`src/rtl/handshake_pkg.sv`:
```
// ---------------------------------------------------------------------------
// handshake_pkg
// Shared sizing helpers for the handshake buffer family.
//   ptr_w(slots) : bits needed to index 0..slots-1 (never less than 1)
//   cnt_w(slots) : bits needed to hold an occupancy of 0..slots
// ---------------------------------------------------------------------------
package handshake_pkg;

   function automatic int ptr_w(input int slots);
      if (slots > 1) begin
         return $clog2(slots);
      end else begin
         return 1;
      end
   endfunction

   function automatic int cnt_w(input int slots);
      return $clog2(slots + 1);
   endfunction

endpackage

```
`src/rtl/handshake_fifo_ptr.sv`:
```
// ---------------------------------------------------------------------------
// handshake_fifo_ptr
// Modulo-NUM_SLOTS wrap counter used for the read and write pointers.
// Ports:
//   clk  : clock, rising edge
//   rst  : asynchronous active-low reset, clears the pointer to 0
//   adv  : advance the pointer by one this cycle
//   ptr  : current pointer, wraps from NUM_SLOTS-1 to 0
// ---------------------------------------------------------------------------
module handshake_fifo_ptr
   import handshake_pkg::*;
#(
   parameter int NUM_SLOTS = 4,
   parameter int PTR_W     = ptr_w(NUM_SLOTS)
) (
   input  logic             clk,
   input  logic             rst,
   input  logic             adv,
   output logic [PTR_W-1:0] ptr
);

   localparam logic [PTR_W-1:0] LAST_PTR = PTR_W'(NUM_SLOTS - 1);

   // Pointer register; explicit wrap so non-power-of-two depths work.
   always_ff @(posedge clk or negedge rst) begin
      if (!rst) begin
         ptr <= {PTR_W{1'b0}};
      end else if (adv) begin
         if (ptr == LAST_PTR) begin
            ptr <= {PTR_W{1'b0}};
         end else begin
            ptr <= ptr + PTR_W'(1);
         end
      end
   end

endmodule

```
`src/rtl/handshake_fifo_buffer.sv`:
```
// ---------------------------------------------------------------------------
// handshake_fifo_buffer
// Valid/ready FIFO buffer of NUM_SLOTS entries (any depth 2..64).
// Optional build macro: HANDSHAKE_FIFO_BYPASS_EN -- when defined, an empty
// buffer falls through combinationally (outs = ins, no storage write).
// Ports:
//   clk, rst    : clock; asynchronous active-low reset
//   ins         : upstream payload
//   ins_valid   : upstream payload valid
//   ins_ready   : buffer not full (depends only on registered count)
//   outs        : head payload, zero when nothing valid
//   outs_valid  : head payload valid
//   outs_ready  : downstream accepts head
//   count       : registered occupancy
// ---------------------------------------------------------------------------
module handshake_fifo_buffer
   import handshake_pkg::*;
#(
   parameter int DATA_WIDTH = 32,
   parameter int NUM_SLOTS  = 4
) (
   input  logic                          clk,
   input  logic                          rst,
   input  logic [DATA_WIDTH-1:0]         ins,
   input  logic                          ins_valid,
   output logic                          ins_ready,
   output logic [DATA_WIDTH-1:0]         outs,
   output logic                          outs_valid,
   input  logic                          outs_ready,
   output logic [cnt_w(NUM_SLOTS)-1:0]   count
);

   localparam int                PTR_W    = ptr_w(NUM_SLOTS);
   localparam int                CNT_W    = cnt_w(NUM_SLOTS);
   localparam logic [CNT_W-1:0]  FULL_CNT = CNT_W'(NUM_SLOTS);
   localparam logic [CNT_W-1:0]  ZERO_CNT = {CNT_W{1'b0}};

   logic [DATA_WIDTH-1:0] storage [NUM_SLOTS];
   logic [PTR_W-1:0]      rd_ptr;
   logic [PTR_W-1:0]      wr_ptr;
   logic                  empty;
   logic                  push;
   logic                  pop;
   logic                  bypass;
   logic                  wr_en;
   logic                  rd_adv;

   assign empty     = (count == ZERO_CNT);
   assign ins_ready = (count != FULL_CNT);
   assign push      = ins_valid && ins_ready;
   assign pop       = outs_valid && outs_ready;
   // A bypassed transfer touches neither storage, pointers nor count.
   assign wr_en     = push && !bypass;
   assign rd_adv    = pop && !bypass;

`ifdef HANDSHAKE_FIFO_BYPASS_EN
   assign bypass = empty && ins_valid && outs_ready;

   // Head selection with fall-through of ins while empty.
   always_comb begin
      outs_valid = !empty || ins_valid;
      if (!empty) begin
         outs = storage[rd_ptr];
      end else if (ins_valid) begin
         outs = ins;
      end else begin
         outs = {DATA_WIDTH{1'b0}};
      end
   end
`else
   assign bypass = 1'b0;

   // Head selection; zero when empty so no stale payload leaks out.
   always_comb begin
      outs_valid = !empty;
      if (!empty) begin
         outs = storage[rd_ptr];
      end else begin
         outs = {DATA_WIDTH{1'b0}};
      end
   end
`endif

   // Storage write; deliberately not reset, contents are gated by count.
   always_ff @(posedge clk) begin
      if (wr_en) begin
         storage[wr_ptr] <= ins;
      end
   end

   // Occupancy counter; simultaneous push and pop holds.
   always_ff @(posedge clk or negedge rst) begin
      if (!rst) begin
         count <= ZERO_CNT;
      end else begin
         case ({wr_en, rd_adv})
            2'b10:   count <= count + CNT_W'(1);
            2'b01:   count <= count - CNT_W'(1);
            default: count <= count;
         endcase
      end
   end

   handshake_fifo_ptr #(.NUM_SLOTS(NUM_SLOTS), .PTR_W(PTR_W)) u_rd_ptr (
      .clk (clk),
      .rst (rst),
      .adv (rd_adv),
      .ptr (rd_ptr)
   );

   handshake_fifo_ptr #(.NUM_SLOTS(NUM_SLOTS), .PTR_W(PTR_W)) u_wr_ptr (
      .clk (clk),
      .rst (rst),
      .adv (wr_en),
      .ptr (wr_ptr)
   );

endmodule

```
`config.mk`:
```
export PLATFORM = sky130hd
export DESIGN_NAME = handshake_fifo_buffer
export DESIGN_NICKNAME = d
export VERILOG_FILES = /design/src/rtl/handshake_pkg.sv /design/src/rtl/handshake_fifo_ptr.sv /design/src/rtl/handshake_fifo_buffer.sv
export SDC_FILE = /design/constraint.sdc
export NUM_CORES = 1
export LEC_CHECK = 0
export ABC_CLOCK_PERIOD_IN_PS = 5800
export BUFFER_PORTS_ARGS = -buffer_cell sky130_fd_sc_hd__buf_2
export CAP_MARGIN = 10
export CORE_MARGIN = 4
export CORE_UTILIZATION = 40
export CTS_CLUSTER_DIAMETER = 120
export DETAILED_ROUTE_END_ITERATION = 10
export PLACE_DENSITY = 0.68
export SETUP_SLACK_MARGIN = 0.3
export SYNTH_ARGS = -nofsm -noshare
export SYNTH_HDL_FRONTEND = slang
export SYNTH_SLANG_ARGS = --single-unit
```
`constraint.sdc`:
```
create_clock -name clk -period 5.8 [get_ports clk]
set_clock_uncertainty 0.2 [all_clocks]
set_input_delay 0.58 -clock clk [delete_from_list [all_inputs] [get_ports clk]]
set_output_delay 0.58 -clock clk [all_outputs]
set_load 0.005 [all_outputs]
```
==> results of run 1 <==
## placed cells by master, fill, tap and decap left out
master         count
and3_2             4
fa_1               1
and2_4             2
mux2_4             4
nor2_1             3
clkbuf_16         17
clkinv_1           5
nand2_1            1
bufinv_16          2
buf_4              1
or3_4              1
or3b_4             1
xor2_1             2
inv_1              6
o21ai_0            1
xnor2_1            1
clkinv_2           1
dfrtp_2            2
buf_2             72
clkinvlp_4         6
diode_2            1
clkinv_4           1
and2_1            32
dfrtp_1            5
edfxtp_1         128
dlygate4sd3_1      1
ha_1               6
mux4_2            32
## cell families (layout without fill, tap and decap cells)
kind of cell | after synthesis | after routing | synth area share
other | 0 | 1 | 0
adders and majority gates | 7 | 7 | 0.0179
AOI/OAI and AO/OA | 1 | 1 | 0.000942
buffers and inverters | 17 | 112 | 0.0184
xor gates and xnor gates | 3 | 3 | 0.00495
DFF | 135 | 135 | 0.757
and+or+nand+nor | 44 | 44 | 0.0537
muxes | 36 | 36 | 0.147
## timing repair
item,4_1_cts,5_1_grt
endpoints found under the setup margin,0,0
endpoints found under the hold margin,7,0
hold buffers,1,0
## metrics by stage
step / util / instance area, µm² / instances / hold slack (ns)
floorplan: - / 5310 / 243 / 0.0844
CTS: 0.498 / 6390 / 510 / 0.164
detailed placement: 0.454 / 5820 / 477 / 0.237
finish: 0.499 / 6390 / 511 / 0.186
global route: 0.498 / 6390 / 510 / 0.170
global placement: 0.454 / 5820 / 477 / 0.232
## layout make-up
cell class                      instances  area [µm²]
Tap cell                              172         215
Clock inverter                         15         138
Fill cell                            1093        6430
Timing Repair Buffer                   74         378
Sequential cell                       135        4020
Antenna cell                            1        2.50
Multi-Input combinational cell         91        1190
Inverter                                6        22.5
Clock buffer                           17         425
## worst max-delay path by stage
stage                           end  slack, ns                         from  cells past startpoint
4_1_cts                    outs[31]       2.45  u_rd_ptr.ptr[0]$_DFFE_PN0P_                      4
3_5_place_dp               outs[31]       2.89  u_rd_ptr.ptr[0]$_DFFE_PN0P_                      4
2_1_floorplan  count[2]$_DFFE_PN0P_       3.49         count[0]$_DFFE_PN0P_                      9
6_report                    outs[2]       2.57  u_rd_ptr.ptr[0]$_DFFE_PN0P_                      4
5_1_grt                    outs[31]       2.34  u_rd_ptr.ptr[0]$_DFFE_PN0P_                      4
3_3_place_gp                outs[2]       2.90  u_rd_ptr.ptr[0]$_DFFE_PN0P_                      4
## where the power goes
group | internal (mW) | switching (mW)
logic | 0.531 | 0.410
clock network | 0.623 | 0.379
registers | 1.30 | 0.141
## state kept, by name, summed over array words and instances (netlist names)
signal	count
storage	128
u_rd_ptr.ptr	2
u_wr_ptr.ptr	2
count	3
## critical path: stages (launching register included)
cell and delay [ns]:
dfrtp_2 0.76, buf_4 0.44, mux4_2 0.54, and2_1 0.18, buf_2 0.13
## metal layers
metal,global-route usage,vias up,wire length (µm),part of all wire
li1,-,1137,-,-
met1,0.160,1270,3780,0.40
met2,0.230,70,4860,0.52
met3,0.0544,11,563,0.060
met4,0.0457,2,115,0.012
met5,0,-,13,0.0014
==> metrics.cfg, run 1 <==
[status]
status = completed

[floorplanning]
die_w_um = 123
die_y_um = 123
start_util = 0.414
rows = 41
die_area_mm2 = 0.0152
ioPinCount = 73
core_area_mm2 = 0.0128

[sta]
rsz0062_at_grt = no
setup_violations = 0
final-hold-violation-count = 0
tns_ns = 0
fmax_ghz = 0.309
drv_slew = 0
fin_crit_ns = 3.23
fin_crit_sh = 0.558
worst_slack_ns = 2.57
slew-limit-headroom = 0.402
worst_pin_slew_ns = 0.897

[clocking]
cts_sinks = 135
ctsResizeCount = 0
clockRootBuffer = clkbuf_16
cts_setup_buffers = 0
clk_pin_slew_worst_paths_ns = 0.06
htreeDepth = 4
clk_latency_ns = 0.41
cts_tree = done
cts.path.max_buffers = 2
cts_buffers = 17

[route]
vias = 2490
ant_nets = 0
drt_iter0_drc = 135
wire_per_inst_um = 18.3
dr.pass1.iters = 4
routed_via_density = 4.87
drt-total-wl_um = 9330
drc = 0

[logic_synthesis]
synth-edff-count = 128
ys_seq_area_frac = 0.757
yosysTopAreaCellShare = 0.724
synth-main-ff-cell = edfxtp_1
synthesis.area_mm2 = 0.00531
avgSynthCellArea_um2 = 21.8
synth.most_common_cell = edfxtp_1
synthTopCellsByArea = edfxtp_1 (72%), mux4_2 (14%), and2_1 (3.8%), dfrtp_1 (3.3%), ha_1 (1.4%)
synth_cell_types = 20
synth_largest_area_cell = edfxtp_1
yosysWarningCount = 0
synthCells = 243
synth_nets = 286
async_flop_share = 0.0519
synth_common_cells = edfxtp_1 (128), and2_1 (32), mux4_2 (32)
synth-seq-cells = 135

[placement]
place_hpwl_um = 5600
pre_cts_slack_ns = 2.89
io_buffers = 72
gp_congestion = 0.701

[finish]
syn2layout_area_growth_pct = 20.5
fin_nets = 368
drive_gt1_frac = 0.432

[setup_path]
cp_data_required_time_ns = 5.02
reg2reg_to = count[2]$_DFFE_PN0P_
r2r_slack_ns = 3.37
crit_type = flop to output pin
reg2regPathDepth = 9
cp.arrival_ns = 2.45
r2r-start = count[0]$_DFFE_PN0P_
startpoint_type = flop
worstSetupEndpointType = output pin
cp_max_fo = 19

[worst_hold_path]
hp-start = ins[16]
worst_hold_path_type = input pin to flop
min_path_cells = 1
hold_end = storage[3][16]$_DFFE_PP_

[job]
drv_cap = 0

[power_and_ir_drop]
peakVddDrop_v = 0.000312
cellPowerDensity_mw_per_mm2 = 529
p_leak_nw = 2.25
finalPower_mw = 3.38

[global_routing]
grt_pass1_wl_um = 14900
grt_max_degree = 35
overflow = 0
track_usage = 0.137
grt_pass1_vias = 2736
antenna_found_initial = 1

No activity file was read; power rests on OpenSTA's default activity.
==> run 2, diff against run 1 <==
--- a/config.mk
+++ b/config.mk
@@ -5,7 +5,7 @@
 export SDC_FILE = /design/constraint.sdc
 export NUM_CORES = 1
 export LEC_CHECK = 0
-export ABC_CLOCK_PERIOD_IN_PS = 5800
+export ABC_CLOCK_PERIOD_IN_PS = 3120
 export BUFFER_PORTS_ARGS = -buffer_cell sky130_fd_sc_hd__buf_2
 export CAP_MARGIN = 10
 export CORE_MARGIN = 4
==> constraint.sdc (replaced) <==
create_clock -name clk -period 3.12 [get_ports clk]
set_clock_uncertainty 0.2 [all_clocks]
set_input_delay 0.312 -clock clk [delete_from_list [all_inputs] [get_ports clk]]
set_output_delay 0.312 -clock clk [all_outputs]
set_load 0.005 [all_outputs]
==> run 2 against run 1 <==
  * Hold slack lost 0.12 ns
  * Via count is 5.1% higher
  * Critical endpoint unchanged
  * Non-clock buffer count is 33 higher
  * Sequential power grew 84%
  * First-iteration DRC count grew 6.7%
  * Clock power grew 83%
  * Register-to-register slack got worse by 2.7 ns
  * Clock-buffer cell count rose by 1
  * Sequential share of layout area fell by 2.9 points
  * Highest routed layer is now met4
  * Die area did not move
  * Critical path depth unchanged
  * Power rose by 88%
==> metrics.cfg, run 2 (synthesis results as in run 1) <==
[status]
status = completed  ; unchanged

[sta]
fin_crit_sh = 0.842
rsz0062_at_grt = no  ; unchanged
worst_pin_slew_ns = 0.951  ; was 0.897 ns
fmax_ghz = 0.381
final-hold-violation-count = 0  ; unchanged
tns_ns = 0  ; unchanged
slew-limit-headroom = 0.366  ; was 0.402
setup_violations = 0  ; unchanged
fin_crit_ns = 2.63
drv_slew = 0  ; unchanged

[route]
drt-total-wl_um = 9670  ; was 9330 µm
wire_per_inst_um = 17.9  ; was 18.3 µm
dr.pass1.iters = 4  ; unchanged
drc = 0  ; unchanged
routed_via_density = 4.84  ; was 4.87
ant_nets = 0  ; unchanged
drt_iter0_drc = 144  ; was 135
vias = 2618  ; was 2490

[global_routing]
grt_pass1_wl_um = 15200  ; was 14900 µm
antenna_found_initial = 0  ; was 1
grt_max_degree = 35  ; unchanged
overflow = 0  ; unchanged
grt_pass1_vias = 2895  ; was 2736
track_usage = 0.140  ; was 0.137

[floorplanning]
core_area_mm2 = 0.0128  ; unchanged
die_w_um = 123  ; unchanged
start_util = 0.414  ; unchanged
ioPinCount = 73  ; unchanged
die_y_um = 123  ; unchanged
rows = 41  ; unchanged
die_area_mm2 = 0.0152  ; unchanged

[placement]
io_buffers = 72  ; unchanged
place_hpwl_um = 5400  ; was 5600 µm
gp_congestion = 0.718  ; was 0.701

[power_and_ir_drop]
finalPower_mw = 6.34  ; was 3.38 mW
peakVddDrop_v = 0.000660  ; was 0.000312 V
p_leak_nw = 2.41  ; was 2.25 nW
cellPowerDensity_mw_per_mm2 = 945  ; was 529 mW/mm²

[setup_path]
startpoint_type = flop  ; unchanged
r2r_slack_ns = 0.71  ; was 3.37 ns
reg2reg_to = count[1]$_DFFE_PN0P_  ; was count[2]$_DFFE_PN0P_
r2r-start = count[0]$_DFFE_PN0P_  ; unchanged
cp.arrival_ns = 2.11  ; was 2.45 ns
startpoint = u_rd_ptr.ptr[0]$_DFFE_PN0P_  ; unchanged
worstSetupEndpointType = output pin  ; unchanged
reg2regPathDepth = 6  ; was 9
crit_type = flop to output pin  ; unchanged
cp_max_fo = 13  ; was 19
cp_data_required_time_ns = 2.61  ; was 5.02 ns

[finish]
drive_gt1_frac = 0.393  ; was 0.432
syn2layout_area_growth_pct = 26.4  ; was 20.5%
diodes = 0  ; was 1
final_common_cell = edfxtp_1  ; unchanged
fin_util = 0.523  ; was 0.499
final_cell_mix = edfxtp_1 (128), buf_2 (72), dlygate4sd3_1 (33)  ; was edfxtp_1 (128), buf_2 (72), mux4_2 (32), and2_1 (32), clkbuf_16 (17)
reg.largest.list = storage x128, count x3  ; unchanged
fin_nets = 401  ; was 368
largest_reg_flops = 128  ; unchanged
top_register = storage  ; unchanged

[clocking]
clk_pin_slew_worst_paths_ns = 0.05  ; was 0.06 ns
cts_setup_buffers = 0  ; unchanged
cts_buffers = 17  ; unchanged
clk_latency_ns = 0.40  ; was 0.41 ns
cts_tree = done  ; unchanged
clockRootBuffer = clkbuf_16  ; unchanged
htreeDepth = 4  ; unchanged
cts_sinks = 135  ; unchanged
cts.path.max_buffers = 2  ; unchanged

[job]
drv_cap = 0  ; unchanged

[worst_hold_path]
worst_hold_path_type = input pin to asynchronous set/reset pin  ; was input pin to flop

run 2: stage by stage:
stage | hold slack (ns) | setup slack, ns | std cells | area (µm²)
detailed placement | -0.0445 | 0.693 | 478 | 5840
floorplan | -0.184 | 0.812 | 243 | 5310
CTS | 0.0527 | 0.333 | 541 | 6710
global route | 0.0809 | 0.355 | 541 | 6710
finish | 0.0674 | 0.493 | 541 | 6710
global placement | -0.0474 | 0.756 | 478 | 5840
run 2: worst max path at each step:
| stage | end | slack (ns) | cells past startpoint |
|---|---|---|---|
| after floorplan | count[2]$_DFFE_PN0P_ | 0.81 | 9 |
| after global placement | count[1]$_DFFE_PN0P_ | 0.76 | 6 |
| after detailed placement | count[1]$_DFFE_PN0P_ | 0.69 | 6 |
| after CTS | outs[26] | 0.33 | 4 |
| after global routing | outs[4] | 0.36 | 4 |
| final | outs[2] | 0.49 | 4 |
run 2: layer usage:
metal / vias up / part of all wire / global-route usage
met5: - / 0 / 0
met1: 1345 / 0.42 / 0.172
li1: 1199 / - / -
met2: 70 / 0.52 / 0.232
met4: 0 / 0.0061 / 0.0436
met3: 4 / 0.054 / 0.0494
run 2: worst max-delay path, cell delays in order, from the launching register on:
cell,delay [ns]
dfrtp_4,0.58
buf_4,0.29
mux4_2,0.51
and2_1,0.19
buf_2,0.13
run 2: timing repair:
action | CTS | global route
hold buffers | 33 | 0
resized for setup | 0 | 1
setup endpoints to repair | 0 | 10
hold endpoints to repair | 135 | 0
run 2: area by class of cell:
type / count / area (µm²)
clock inverter: 12 / 111
timing repair buffer: 107 / 718
sequential: 135 / 4020
tap: 172 / 215
fill: 1068 / 6110
multi-input combinational: 91 / 1190
clock buffer: 18 / 429
inverter: 6 / 22.5
run 2: power by group:
part           internal (mW)  total (mW)  switching, mW
sequential              2.41        2.65          0.240
clock                   1.15        1.83          0.685
combinational           1.04        1.85          0.810
==> run 3, diff against run 2 <==
--- a/config.mk
+++ b/config.mk
@@ -5,14 +5,14 @@
 export SDC_FILE = /design/constraint.sdc
 export NUM_CORES = 1
 export LEC_CHECK = 0
-export ABC_CLOCK_PERIOD_IN_PS = 3120
+export ABC_CLOCK_PERIOD_IN_PS = 2300
 export BUFFER_PORTS_ARGS = -buffer_cell sky130_fd_sc_hd__buf_2
 export CAP_MARGIN = 10
 export CORE_MARGIN = 4
 export CORE_UTILIZATION = 40
 export CTS_CLUSTER_DIAMETER = 120
 export DETAILED_ROUTE_END_ITERATION = 10
-export PLACE_DENSITY = 0.68
+export PLACE_DENSITY = 0.7
 export SETUP_SLACK_MARGIN = 0.3
 export SYNTH_ARGS = -nofsm -noshare
 export SYNTH_HDL_FRONTEND = slang
==> constraint.sdc (replaced) <==
create_clock -name clk -period 2.3 [get_ports clk]
set_clock_uncertainty 0.2 [all_clocks]
set_input_delay 0.23 -clock clk [delete_from_list [all_inputs] [get_ports clk]]
set_output_delay 0.23 -clock clk [all_outputs]
set_load 0.005 [all_outputs]
==> run 3 against run 2 <==
  * Clock power rose by 55%
  * Largest power group unchanged
  * Clock-buffer cell count increased by 3
  * Critical path depth did not move
  * Via count rose by 2.4%
  * Utilization increased by 3.1 points
  * Non-clock buffer count up 12
  * Routed wire length rose by 2.7%
==> metrics.cfg, run 3 (synthesis results as in run 1) <==
[setup_path]
cp_slowest_cell = mux4_2  ; was dfrtp_4
cp.arrival_ns = 1.86  ; was 2.11 ns
startpoint = u_rd_ptr.ptr[0]$_DFFE_PN0P_  ; unchanged
crit_cells = 4  ; unchanged
cpPeakStageDelay_ns = 0.51  ; was 0.58 ns
reg2reg_to = count[2]$_DFFE_PN0P_  ; was count[1]$_DFFE_PN0P_
worstSetupEndpointType = output pin  ; unchanged
startpoint_type = flop  ; unchanged
r2r-start = count[0]$_DFFE_PN0P_  ; unchanged
crit_type = flop to output pin  ; unchanged
cp_data_required_time_ns = 1.87  ; was 2.61 ns
crit_buf_inv = 2  ; unchanged
cp_top_family = multiplexers  ; was flip-flops
r2r_slack_ns = 0.10  ; was 0.71 ns
crit_path_end = outs[0]  ; was outs[2]
path_cells = clkbuf_16 -> mux4_2 -> and2_4 -> buf_6  ; was buf_4 -> mux4_2 -> and2_1 -> buf_2
cp_max_fo = 12  ; was 13
reg2regPathDepth = 9  ; was 6

[global_routing]
overflow = 0  ; unchanged
grt_max_degree = 34  ; was 35
track_usage = 0.143  ; was 0.140
antenna_found_initial = 0  ; unchanged
grt_pass1_vias = 3037  ; was 2895
grt_pass1_wl_um = 15500  ; was 15200 µm

[sta]
setup_violations = 0  ; unchanged
fin_crit_sh = 0.996
rsz0062_at_grt = yes  ; was no
drv_slew = 0  ; unchanged
final-hold-violation-count = 0  ; unchanged
fin_crit_ns = 2.29
worst_pin_slew_ns = 0.519  ; was 0.951 ns
slew-limit-headroom = 0.654  ; was 0.366
fmax_ghz = 0.437

[power_and_ir_drop]
cellPowerDensity_mw_per_mm2 = 1370  ; was 945 mW/mm²
p_leak_nw = 2.58  ; was 2.41 nW
peakVddDrop_v = 0.000942  ; was 0.000660 V

[floorplanning]
core_area_mm2 = 0.0128  ; unchanged
die_w_um = 123  ; unchanged
ioPinCount = 73  ; unchanged
rows = 41  ; unchanged
die_area_mm2 = 0.0152  ; unchanged
die_y_um = 123  ; unchanged
start_util = 0.414  ; unchanged

[finish]
fin_nets = 413  ; was 401
reg.largest.list = storage x128, count x3  ; unchanged
final_cells = 554  ; was 541
fin_util = 0.554  ; was 0.523
diodes = 0  ; unchanged
regArea_mm2 = 0.00402  ; about the same
largest_reg_flops = 128  ; unchanged
final_area_mm2 = 0.00710  ; was 0.00671 mm²
top_register = storage  ; unchanged
final_cell_mix = edfxtp_1 (128), buf_2 (56), dlygate4sd3_1 (34)  ; was edfxtp_1 (128), buf_2 (72), dlygate4sd3_1 (33)
final.fill_count = 1016  ; was 1068
drive_gt1_frac = 0.463  ; was 0.393
syn2layout_area_growth_pct = 33.8  ; was 26.4%
final_common_cell = edfxtp_1  ; unchanged
multi_input_area_mm2 = 0.00126  ; was 0.00119 mm²

[route]
wire_per_inst_um = 17.9  ; about the same
ant_nets = 0  ; unchanged
drt_iter0_drc = 157  ; was 144
vias = 2680  ; was 2618
dr.pass1.iters = 4  ; unchanged
routed_via_density = 4.84  ; about the same
drt-total-wl_um = 9930  ; was 9670 µm
drc = 0  ; unchanged

[clocking]
htreeDepth = 4  ; unchanged
clockRootBuffer = clkbuf_16  ; unchanged
cts.path.max_buffers = 2  ; unchanged
clk_pin_slew_worst_paths_ns = 0.05  ; about the same
cts_buffers = 17  ; unchanged
clk_latency_ns = 0.41  ; was 0.40 ns
cts_tree = done  ; unchanged
cts_sinks = 135  ; unchanged

[status]
status = completed  ; unchanged

[placement]
dp.cells = 482  ; was 478
gp_congestion = 0.690  ; was 0.718
io_buffers = 72  ; unchanged
place_hpwl_um = 5530  ; was 5400 µm
dpl-instance-area_mm2 = 0.00590  ; was 0.00584 mm²

[worst_hold_path]
worst_hold_path_type = input pin to flop  ; was input pin to asynchronous set/reset pin

[job]
drv_cap = 0  ; unchanged

[run 3: cell types whose count changed in the layout (fill, tap and decap cells not counted), sizes merged]
| cell | previous run | this run |
|---|---|---|
| clkbuf | 18 | 22 |
| dlygate4sd3 | 33 | 34 |
| bufinv | 2 | 5 |
| clkinv | 8 | 5 |
| clkinvlp | 1 | 0 |
| buf | 74 | 84 |
| inv | 7 | 6 |
[run 3: worst min-delay path by stage]
stage	start	endpoint	depth (start not counted)
finish	outs_ready	count[0]$_DFFE_PN0P_	4
CTS	outs_ready	count[1]$_DFFE_PN0P_	4
detailed placement	rst	count[2]$_DFFE_PN0P_	1
global route	outs_ready	count[1]$_DFFE_PN0P_	4
floorplan	rst	count[0]$_DFFE_PN0P_	0
global placement	rst	u_wr_ptr.ptr[1]$_DFFE_PN0P_	1
[run 3: report_power, final]
part | internal [mW] | total, mW | switching, mW | leakage, nW
Clock | 1.91 | 2.84 | 0.931 | 0.302
Sequential | 3.26 | 3.45 | 0.181 | 1.25
Combinational | 2.03 | 3.44 | 1.41 | 1.03
[run 3: final cells by class]
cell class	count	share of cell area
clock buffers	21	0.0620
clock inverters	10	0.0250
inverters	6	0.00352
multi-input cells	91	0.178
flip-flops and latches	135	0.566
well taps	172	0.0303
repair buffers	119	0.135
[run 3: through the flow]
step | worst slack (ns) | hold WS, ns | total power [mW] | setup TNS (ns)
after floorplan | 0.0846 | -0.266 | 5.26 | 0
after global placement | 0.0901 | -0.128 | 6.22 | 0
after detailed placement | 0.0267 | -0.116 | 6.30 | 0
after CTS | -0.0370 | 0.0796 | 9.50 | -0.282
after global routing | -0.0673 | 0.112 | 10.3 | -1.48
final | 0.00953 | 0.110 | 9.72 | 0
[run 3: what timing repair did]
item / in CTS / in global routing
cloned: 0 / 1
hold buffers: 34 / 0
setup buffers: 6 / 0
setup endpoints to repair: 163 / 35
pin swaps: 21 / 2
endpoints found under the hold margin: 135 / 0
resized for setup: 22 / 20
[run 3: routing by layer]
layer | wire length, µm | vias to the layer above | track usage
li1 | - | 1225 | -
met1 | 4160 | 1375 | 0.170
met2 | 5210 | 67 | 0.240
met3 | 433 | 13 | 0.0476
met4 | 133 | 0 | 0.0602
met5 | 0 | - | 0
[run 3: worst register-to-register path: stages (launching register included)]
cell and delay (ns):
dfrtp_1 0.40, or3b_4 0.41, and2_4 0.16, inv_4 0.05, ha_4 0.13, inv_2 0.03
fa_2 0.32, xor2_1 0.15, nor2_1 0.11, xor2_1 0.16
